<file path="src/rtl/int2float_test_pkg.sv">
`default_nettype none
// +----------------------------------------------------------------------------+
// | int2float_test_pkg                                                         |
// | Shared types, widths and helpers for the int2float response compactor.     |
// | Revision: 1.0                                                              |
// +----------------------------------------------------------------------------+
package int2float_test_pkg;

    localparam int RESP_W = 7;
    localparam logic [RESP_W-1:0] DEFAULT_POLY = 7'h03;
    localparam logic [RESP_W-1:0] DEFAULT_SEED = 7'h7F;

    typedef enum logic [1:0] {
        ST_IDLE  = 2'd0,
        ST_RUN   = 2'd1,
        ST_CHECK = 2'd2,
        ST_DONE  = 2'd3
    } state_t;

    // Response word ordering: {E[0],E[1],E[2],M[0],M[1],M[2],M[3]}, E[0] in the MSB
    function automatic logic [RESP_W-1:0] pack_resp(input logic [2:0] e, input logic [3:0] m);
        return {e[0], e[1], e[2], m[0], m[1], m[2], m[3]};
    endfunction

endpackage
`default_nettype wire

</file>
<file path="src/rtl/int2float_resp_compactor_misr_step.sv">
`default_nettype none
// +----------------------------------------------------------------------------+
// | misr_step                                                                  |
// | Combinational one-step MISR update: shift, polynomial feedback, XOR data.  |
// | Revision: 1.0                                                              |
// +----------------------------------------------------------------------------+
module misr_step #(
    parameter int                RESP_W = int2float_test_pkg::RESP_W,
    parameter logic [RESP_W-1:0] POLY   = int2float_test_pkg::DEFAULT_POLY
) (
    input  logic [RESP_W-1:0] sig,
    input  logic [RESP_W-1:0] data,
    output logic [RESP_W-1:0] next_sig
);

    logic [RESP_W-1:0] w_shift;
    logic [RESP_W-1:0] w_fb;

    assign w_shift  = {sig[RESP_W-2:0], 1'b0};
    assign w_fb     = sig[RESP_W-1] ? POLY : '0;
    assign next_sig = w_shift ^ w_fb ^ data;

endmodule
`default_nettype wire

</file>
<file path="src/rtl/int2float_resp_compactor.sv">
`default_nettype none
// +----------------------------------------------------------------------------+
// | int2float_resp_compactor                                                   |
// | Folds converter responses into a MISR and compares against a golden value. |
// | Revision: 1.0                                                              |
// +----------------------------------------------------------------------------+
module int2float_resp_compactor #(
    parameter int                RESP_W       = int2float_test_pkg::RESP_W,
    parameter int                SAMPLE_COUNT = 512,
    parameter logic [RESP_W-1:0] POLY         = int2float_test_pkg::DEFAULT_POLY,
    parameter logic [RESP_W-1:0] SEED         = int2float_test_pkg::DEFAULT_SEED,
    localparam int               CNT_W        = $clog2(SAMPLE_COUNT + 1)
) (
    input  logic              clk,
    input  logic              rst_n,
    input  logic              start,
    input  logic              in_valid,
    input  logic [RESP_W-1:0] in_data,
    input  logic [RESP_W-1:0] golden,
    output logic              busy,
    output logic              done,
    output logic              pass,
    output logic [RESP_W-1:0] signature,
    output logic [CNT_W-1:0]  sample_cnt
);

    import int2float_test_pkg::*;

    localparam logic [CNT_W-1:0] C_LAST = CNT_W'(SAMPLE_COUNT - 1);
    localparam logic [CNT_W-1:0] C_ONE  = CNT_W'(1);

    state_t            r_state;
    state_t            w_state_next;
    logic [RESP_W-1:0] r_sig;
    logic [RESP_W-1:0] w_sig_next;
    logic [CNT_W-1:0]  r_cnt;
    logic              r_pass;
    logic              w_accept;
    logic              w_restart;

    misr_step #(
        .RESP_W (RESP_W),
        .POLY   (POLY)
    ) u_misr (
        .sig      (r_sig),
        .data     (in_data),
        .next_sig (w_sig_next)
    );

    assign w_accept  = (r_state == ST_RUN) && in_valid;
    assign w_restart = (r_state == ST_DONE) && start;

    always_ff @(posedge clk) begin
        if (!rst_n) begin
            r_state <= ST_IDLE;
        end else begin
            r_state <= w_state_next;
        end
    end

    always_comb begin
        w_state_next = r_state;
        case (r_state)
            ST_IDLE:  if (start) w_state_next = ST_RUN;
            ST_RUN:   if (in_valid && (r_cnt == C_LAST)) w_state_next = ST_CHECK;
            ST_CHECK: w_state_next = ST_DONE;
            ST_DONE:  if (start) w_state_next = ST_RUN;
            default:  w_state_next = ST_IDLE;
        endcase
    end

    // Signature and count are held through CHECK/DONE until a restart reloads them
    always_ff @(posedge clk) begin
        if (!rst_n) begin
            r_sig  <= SEED;
            r_cnt  <= '0;
            r_pass <= 1'b0;
        end else begin
            if ((r_state == ST_IDLE) || w_restart) begin
                r_sig <= SEED;
                r_cnt <= '0;
            end else if (w_accept) begin
                r_sig <= w_sig_next;
                r_cnt <= r_cnt + C_ONE;
            end
            if (r_state == ST_CHECK) begin
                r_pass <= (r_sig == golden);
            end
        end
    end

    assign busy       = (r_state == ST_RUN) || (r_state == ST_CHECK);
    assign done       = (r_state == ST_DONE);
    assign pass       = r_pass;
    assign signature  = r_sig;
    assign sample_cnt = r_cnt;

endmodule
`default_nettype wire

</file>
<file path="config.mk">
export PLATFORM = sky130hd
export DESIGN_NAME = int2float_resp_compactor
export DESIGN_NICKNAME = d
export VERILOG_FILES = /design/src/rtl/int2float_test_pkg.sv /design/src/rtl/int2float_resp_compactor_misr_step.sv /design/src/rtl/int2float_resp_compactor.sv
export SDC_FILE = /design/constraint.sdc
export NUM_CORES = 1
export LEC_CHECK = 0
export ABC_CLOCK_PERIOD_IN_PS = 2000
export BUFFER_PORTS_ARGS = -buffer_cell sky130_fd_sc_hd__buf_2
export CAP_MARGIN = 25
export CORE_MARGIN = 1
export CORE_UTILIZATION = 48
export DETAILED_ROUTE_END_ITERATION = 12
export GPL_TIMING_DRIVEN = 0
export PLACE_DENSITY_LB_ADDON = 0.25
export SLEW_MARGIN = 40
export SYNTH_ARGS = -nofsm -noshare
export SYNTH_HDL_FRONTEND = slang
export SYNTH_SLANG_ARGS = --single-unit
</file>
<file path="constraint.sdc">
create_clock -name clk -period 2 [get_ports clk]
set_input_delay 0.4 -clock clk [delete_from_list [all_inputs] [get_ports clk]]
set_output_delay 0.4 -clock clk [all_outputs]
set_load 0.005 [all_outputs]
</file>
==> impl_table.tex <==
\begin{tabular}{lr}
\hline
Metric & Value \\
\hline
\multicolumn{2}{l}{\textbf{Synthesis}} \\
Synthesized area & 1077 um\^{}2 \\
Share of the synthesized area in the top cell type & 37.17\% \\
Post-synth top area cell & sky130\_fd\_sc\_hd\_\_dfxtp\_1 \\
Count of state elements after synthesis & 20 \\
FFs w/ async S/R, synth & 0\% \\
Sequential area share after synthesis & 37.17\% \\
Syn avg cell area & approximately 8.9 um\^{}2 \\
Number of unique standard cell types used by synthesis & 30 \\
Synthesized instance count & 121 \\
Number of warnings printed during yosys synthesis & 0 \\
Number of enable flip-flop cells after synthesis & 0 \\
Synthesized Nets & 144 \\
Synth area leaders & sky130\_fd\_sc\_hd\_\_dfxtp\_1 (37\%), sky130\_fd\_sc\_hd\_\_xnor2\_1 (8.9\%), sky130\_fd\_sc\_hd\_\_ha\_1 (5.8\%) \\
Top\_reg\_cell synth & sky130\_fd\_sc\_hd\_\_dfxtp\_1 \\
\multicolumn{2}{l}{\textbf{Setup path}} \\
Stages on the worst setup path & 6 \\
Worst reg2reg path endpoint & signature[5] \\
Capture point of the worst path & signature[5] \\
Category of cells accounting for the largest share of critical-path delay & buffers and inverters \\
Worst path arrival time & approximately 2000 ps \\
Setup slack on the worst flop-to-flop path & approximately 240 ps \\
Cell-by-cell trace of the critical path & inv\_1 -> ha\_1 -> nand2\_1 -> buf\_2 -> buf\_1 -> o211ai\_1 \\
Slowest stage cell on the critical path & sky130\_fd\_sc\_hd\_\_dfxtp\_1 \\
Required time worst endpoint & roughly 2200 ps \\
Crit path largest cell delay & 410 ps \\
Worst Setup Path Type & flip-flop to flip-flop \\
Worst R2R Start & r\_state[1] \\
Peak fanout along the critical path & 10 \\
Endpoint class of the critical path & flip-flop \\
Type of origin of the critical path & flip-flop \\
R2R cell count & 6 \\
Worst path buffer plus inverter count & 3 \\
Critical path launch point & r\_state[1] \\
\multicolumn{2}{l}{\textbf{Detailed routing}} \\
Final routed wirelength across all metal layers & $\sim$2.3 mm \\
Routed length per placed instance & 12.19 um \\
Total vias in the final route & roughly 1k \\
Starting DRC count in detailed routing & 13 \\
Drt first pass iters & 4 \\
Remaining antenna violation count after routing & 0 \\
Count of unresolved DRC violations after routing & 0 \\
Vias per inst & 5.410 \\
\multicolumn{2}{l}{\textbf{Power and ir drop}} \\
Highest ir drop seen on vdd & 516.6 uV \\
Proportion of power drawn by combinational gates & approximately 34\% \\
Fraction of power spent switching nets & roughly a third \\
Overall power after layout & around 0.0013 W \\
Sequential power share & 39.8\% \\
Net load switching power & roughly 0.00044 W \\
Clock network fraction of total power & between 20\% and 30\% \\
Int Pwr & about 0.00085 W \\
Power per cell area & 963.2 nW/um\^{}2 \\
Leakage power figure & 0.5760 nW \\
\multicolumn{2}{l}{\textbf{STA}} \\
Maximum clock skew at final layout & 11.99 ps \\
Post-route fraction of the period consumed by the critical path & around 90\% \\
TNS Setup & 0 ps \\
Min Clock Period, post-route & between 1500 and 2000 ps \\
Setup repair after global routing missed its margin & no \\
Worst path setup slack after routing & roughly 240 ps \\
Max frequency & roughly 570 MHz \\
Slew of the pin with the lowest slew margin & between 400 and 500 ps \\
Setup-failing EPs final & 0 \\
Number of endpoints with negative hold slack in the final report & 0 \\
Slew Limit Headroom & $\sim$73\% \\
Max-slew violation count & 0 \\
\multicolumn{2}{l}{\textbf{Final layout}} \\
Commonest cells after routing, fill and taps aside & sky130\_fd\_sc\_hd\_\_buf\_2 (38), sky130\_fd\_sc\_hd\_\_dfxtp\_1 (20), sky130\_fd\_sc\_hd\_\_nand2\_1 (14) \\
Share of layout cells above drive strength 1 & a little under 30\% \\
Post-synthesis to final-layout area growth & 24.74\% \\
Number of antenna cells inserted & 0 \\
FILL cells & about 190 \\
Net count, final & $\sim$190 \\
Most common cell after layout, fill and taps aside & sky130\_fd\_sc\_hd\_\_buf\_2 \\
\multicolumn{2}{l}{\textbf{Place}} \\
Worst slack at placement & 245.7 ps \\
Detailed placer's ending HPWL & about 1.8 mm \\
Quantity of I/O buffers inserted on ports & 36 \\
Final estimated routing congestion in global placement & just under 0.8 \\
\multicolumn{2}{l}{\textbf{Floorplanning}} \\
Width of the chip & between 40 and 50 um \\
FP Rows & 16 \\
Starting density of the core & between 50 and 60\% \\
Core area & about 2000 um\^{}2 \\
Vertical die dimension & about 50 um \\
Area of the die & between 2000 and 2500 um\^{}2 \\
Number of top-level pins & 38 \\
\multicolumn{2}{l}{\textbf{Clocking}} \\
Source-to-sink clock delay at the later pin of the worst-skew pair & between 300 and 400 ps \\
Number of setup buffers added after CTS & 0 \\
Clock sink count & 20 \\
Largest buffer count on any clock path & 2 \\
Post-cts repair resize count & 0 \\
Clock tree from TritonCTS & done \\
Clock buffer count from CTS & 3 \\
Clock input transition at the sequential cells of the worst setup and hold paths & 130 ps \\
Cts-stage hold buffer count & 0 \\
Root Driver & sky130\_fd\_sc\_hd\_\_clkbuf\_4 \\
CTS H-Tree Depth & 1 \\
\multicolumn{2}{l}{\textbf{Hold path}} \\
Type of the tightest min-delay check & input port to flip-flop \\
Hold Path Depth & 3 \\
\multicolumn{2}{l}{\textbf{Status}} \\
Run status & finished clean \\
\multicolumn{2}{l}{\textbf{Global route}} \\
Grt ovf & 0 \\
Global router's overall resource usage & between 20\% and 30\% \\
Antenna violations before repair & 0 \\
Maximum number of pins on one net before global-route repair & 13 \\
Via count of the first global-routing pass & roughly 940 \\
First-pass GRT wire length & between 4 and 5 mm \\
\multicolumn{2}{l}{\textbf{Job}} \\
Number of maximum-capacitance violations & 0 \\
\hline
\end{tabular}
power groups by stage:
| stage | logic (W) | registers [W] | clock network [W] |
|---|---|---|---|
| 2_1_floorplan | 0.000307 | 0.000515 | 0 |
| 5_1_grt | 0.000510 | 0.000526 | 0.000362 |
| 6_report | 0.000438 | 0.000515 | 0.000342 |
| 4_1_cts | 0.000442 | 0.000515 | 0.000346 |
| 3_3_place_gp | 0.000430 | 0.000520 | 0 |
| 3_5_place_dp | 0.000441 | 0.000524 | 0 |
cells in the mapped netlist, types with 2 or more instances:
master,instances
sky130_fd_sc_hd__or3_1,2
sky130_fd_sc_hd__nand2_1,14
sky130_fd_sc_hd__o211ai_1,7
sky130_fd_sc_hd__buf_2,2
sky130_fd_sc_hd__xnor2_1,11
sky130_fd_sc_hd__o31ai_1,4
sky130_fd_sc_hd__nor2_1,3
sky130_fd_sc_hd__or4_1,6
sky130_fd_sc_hd__dfxtp_1,20
sky130_fd_sc_hd__o21ai_0,5
sky130_fd_sc_hd__ha_1,5
sky130_fd_sc_hd__nand3b_1,2
sky130_fd_sc_hd__a21oi_1,8
sky130_fd_sc_hd__nand3_1,6
sky130_fd_sc_hd__inv_1,5
sky130_fd_sc_hd__xor2_1,6
sky130_fd_sc_hd__nand4_1,2
worst min-delay path by stage:
stage | start | end | slack (ps)
2_1_floorplan | r_state[0] | r_state[0] | 470
3_3_place_gp | pass | pass | 470
3_5_place_dp | pass | pass | 490
4_1_cts | in_data[0] | signature[0] | 380
5_1_grt | in_data[3] | signature[3] | 380
6_report | in_data[6] | signature[6] | 380
area by class of cell:
type	instances	area (um^2)	share of cell area, %
inverters	5	18.77	1.397
repair buffers	36	180.2	13.41
plain buffers	4	17.52	1.304
multi-input cells	92	640.6	47.67
well taps	27	33.78	2.514
clock inverters	1	30.03	2.235
clock buffers	3	22.52	1.676
flip-flops and latches	20	400.4	29.80
per-layer routing:
layer  share of wire [%]  track usage [%]  vias to the layer above
li1                    -                -                      519
met4                 1.8            8.571                        0
met1                  47            30.29                      469
met5                   0                0                        -
met2                  47            34.25                       24
met3                 3.7            3.738                        5
through the flow:
| stage | std cells | hold WS [ps] | utilization, % | cell area (um^2) |
|---|---|---|---|---|
| floorplan | 121 | 474.0 | - | 1077 |
| global placement | 184 | 470.8 | 63.24 | 1291 |
| detailed placement | 184 | 494.8 | 63.24 | 1291 |
| CTS | 188 | 378.5 | 65.81 | 1344 |
| global route | 188 | 378.9 | 65.81 | 1344 |
| finish | 188 | 381.7 | 65.81 | 1344 |
worst min-delay path, stage by stage:
cell and delay (ps):
sky130_fd_sc_hd__buf_2 80, sky130_fd_sc_hd__xnor2_1 110, sky130_fd_sc_hd__o211ai_1 70
logic make-up after synthesis:
logic type | Yosys count | share of synthesized area, %
simple gates | 44 | 24.62
compound gates | 26 | 15.22
flops | 20 | 37.17
xor+xnor | 17 | 13.82
buf+inv | 9 | 3.368
fa+ha+maj | 5 | 5.807
sequential cells by signal (all words and copies together), names as in the netlist:
register and flops:
pass 1, r_state 2, sample_cnt 10, signature 7
(Power assumes the default switching activity.)
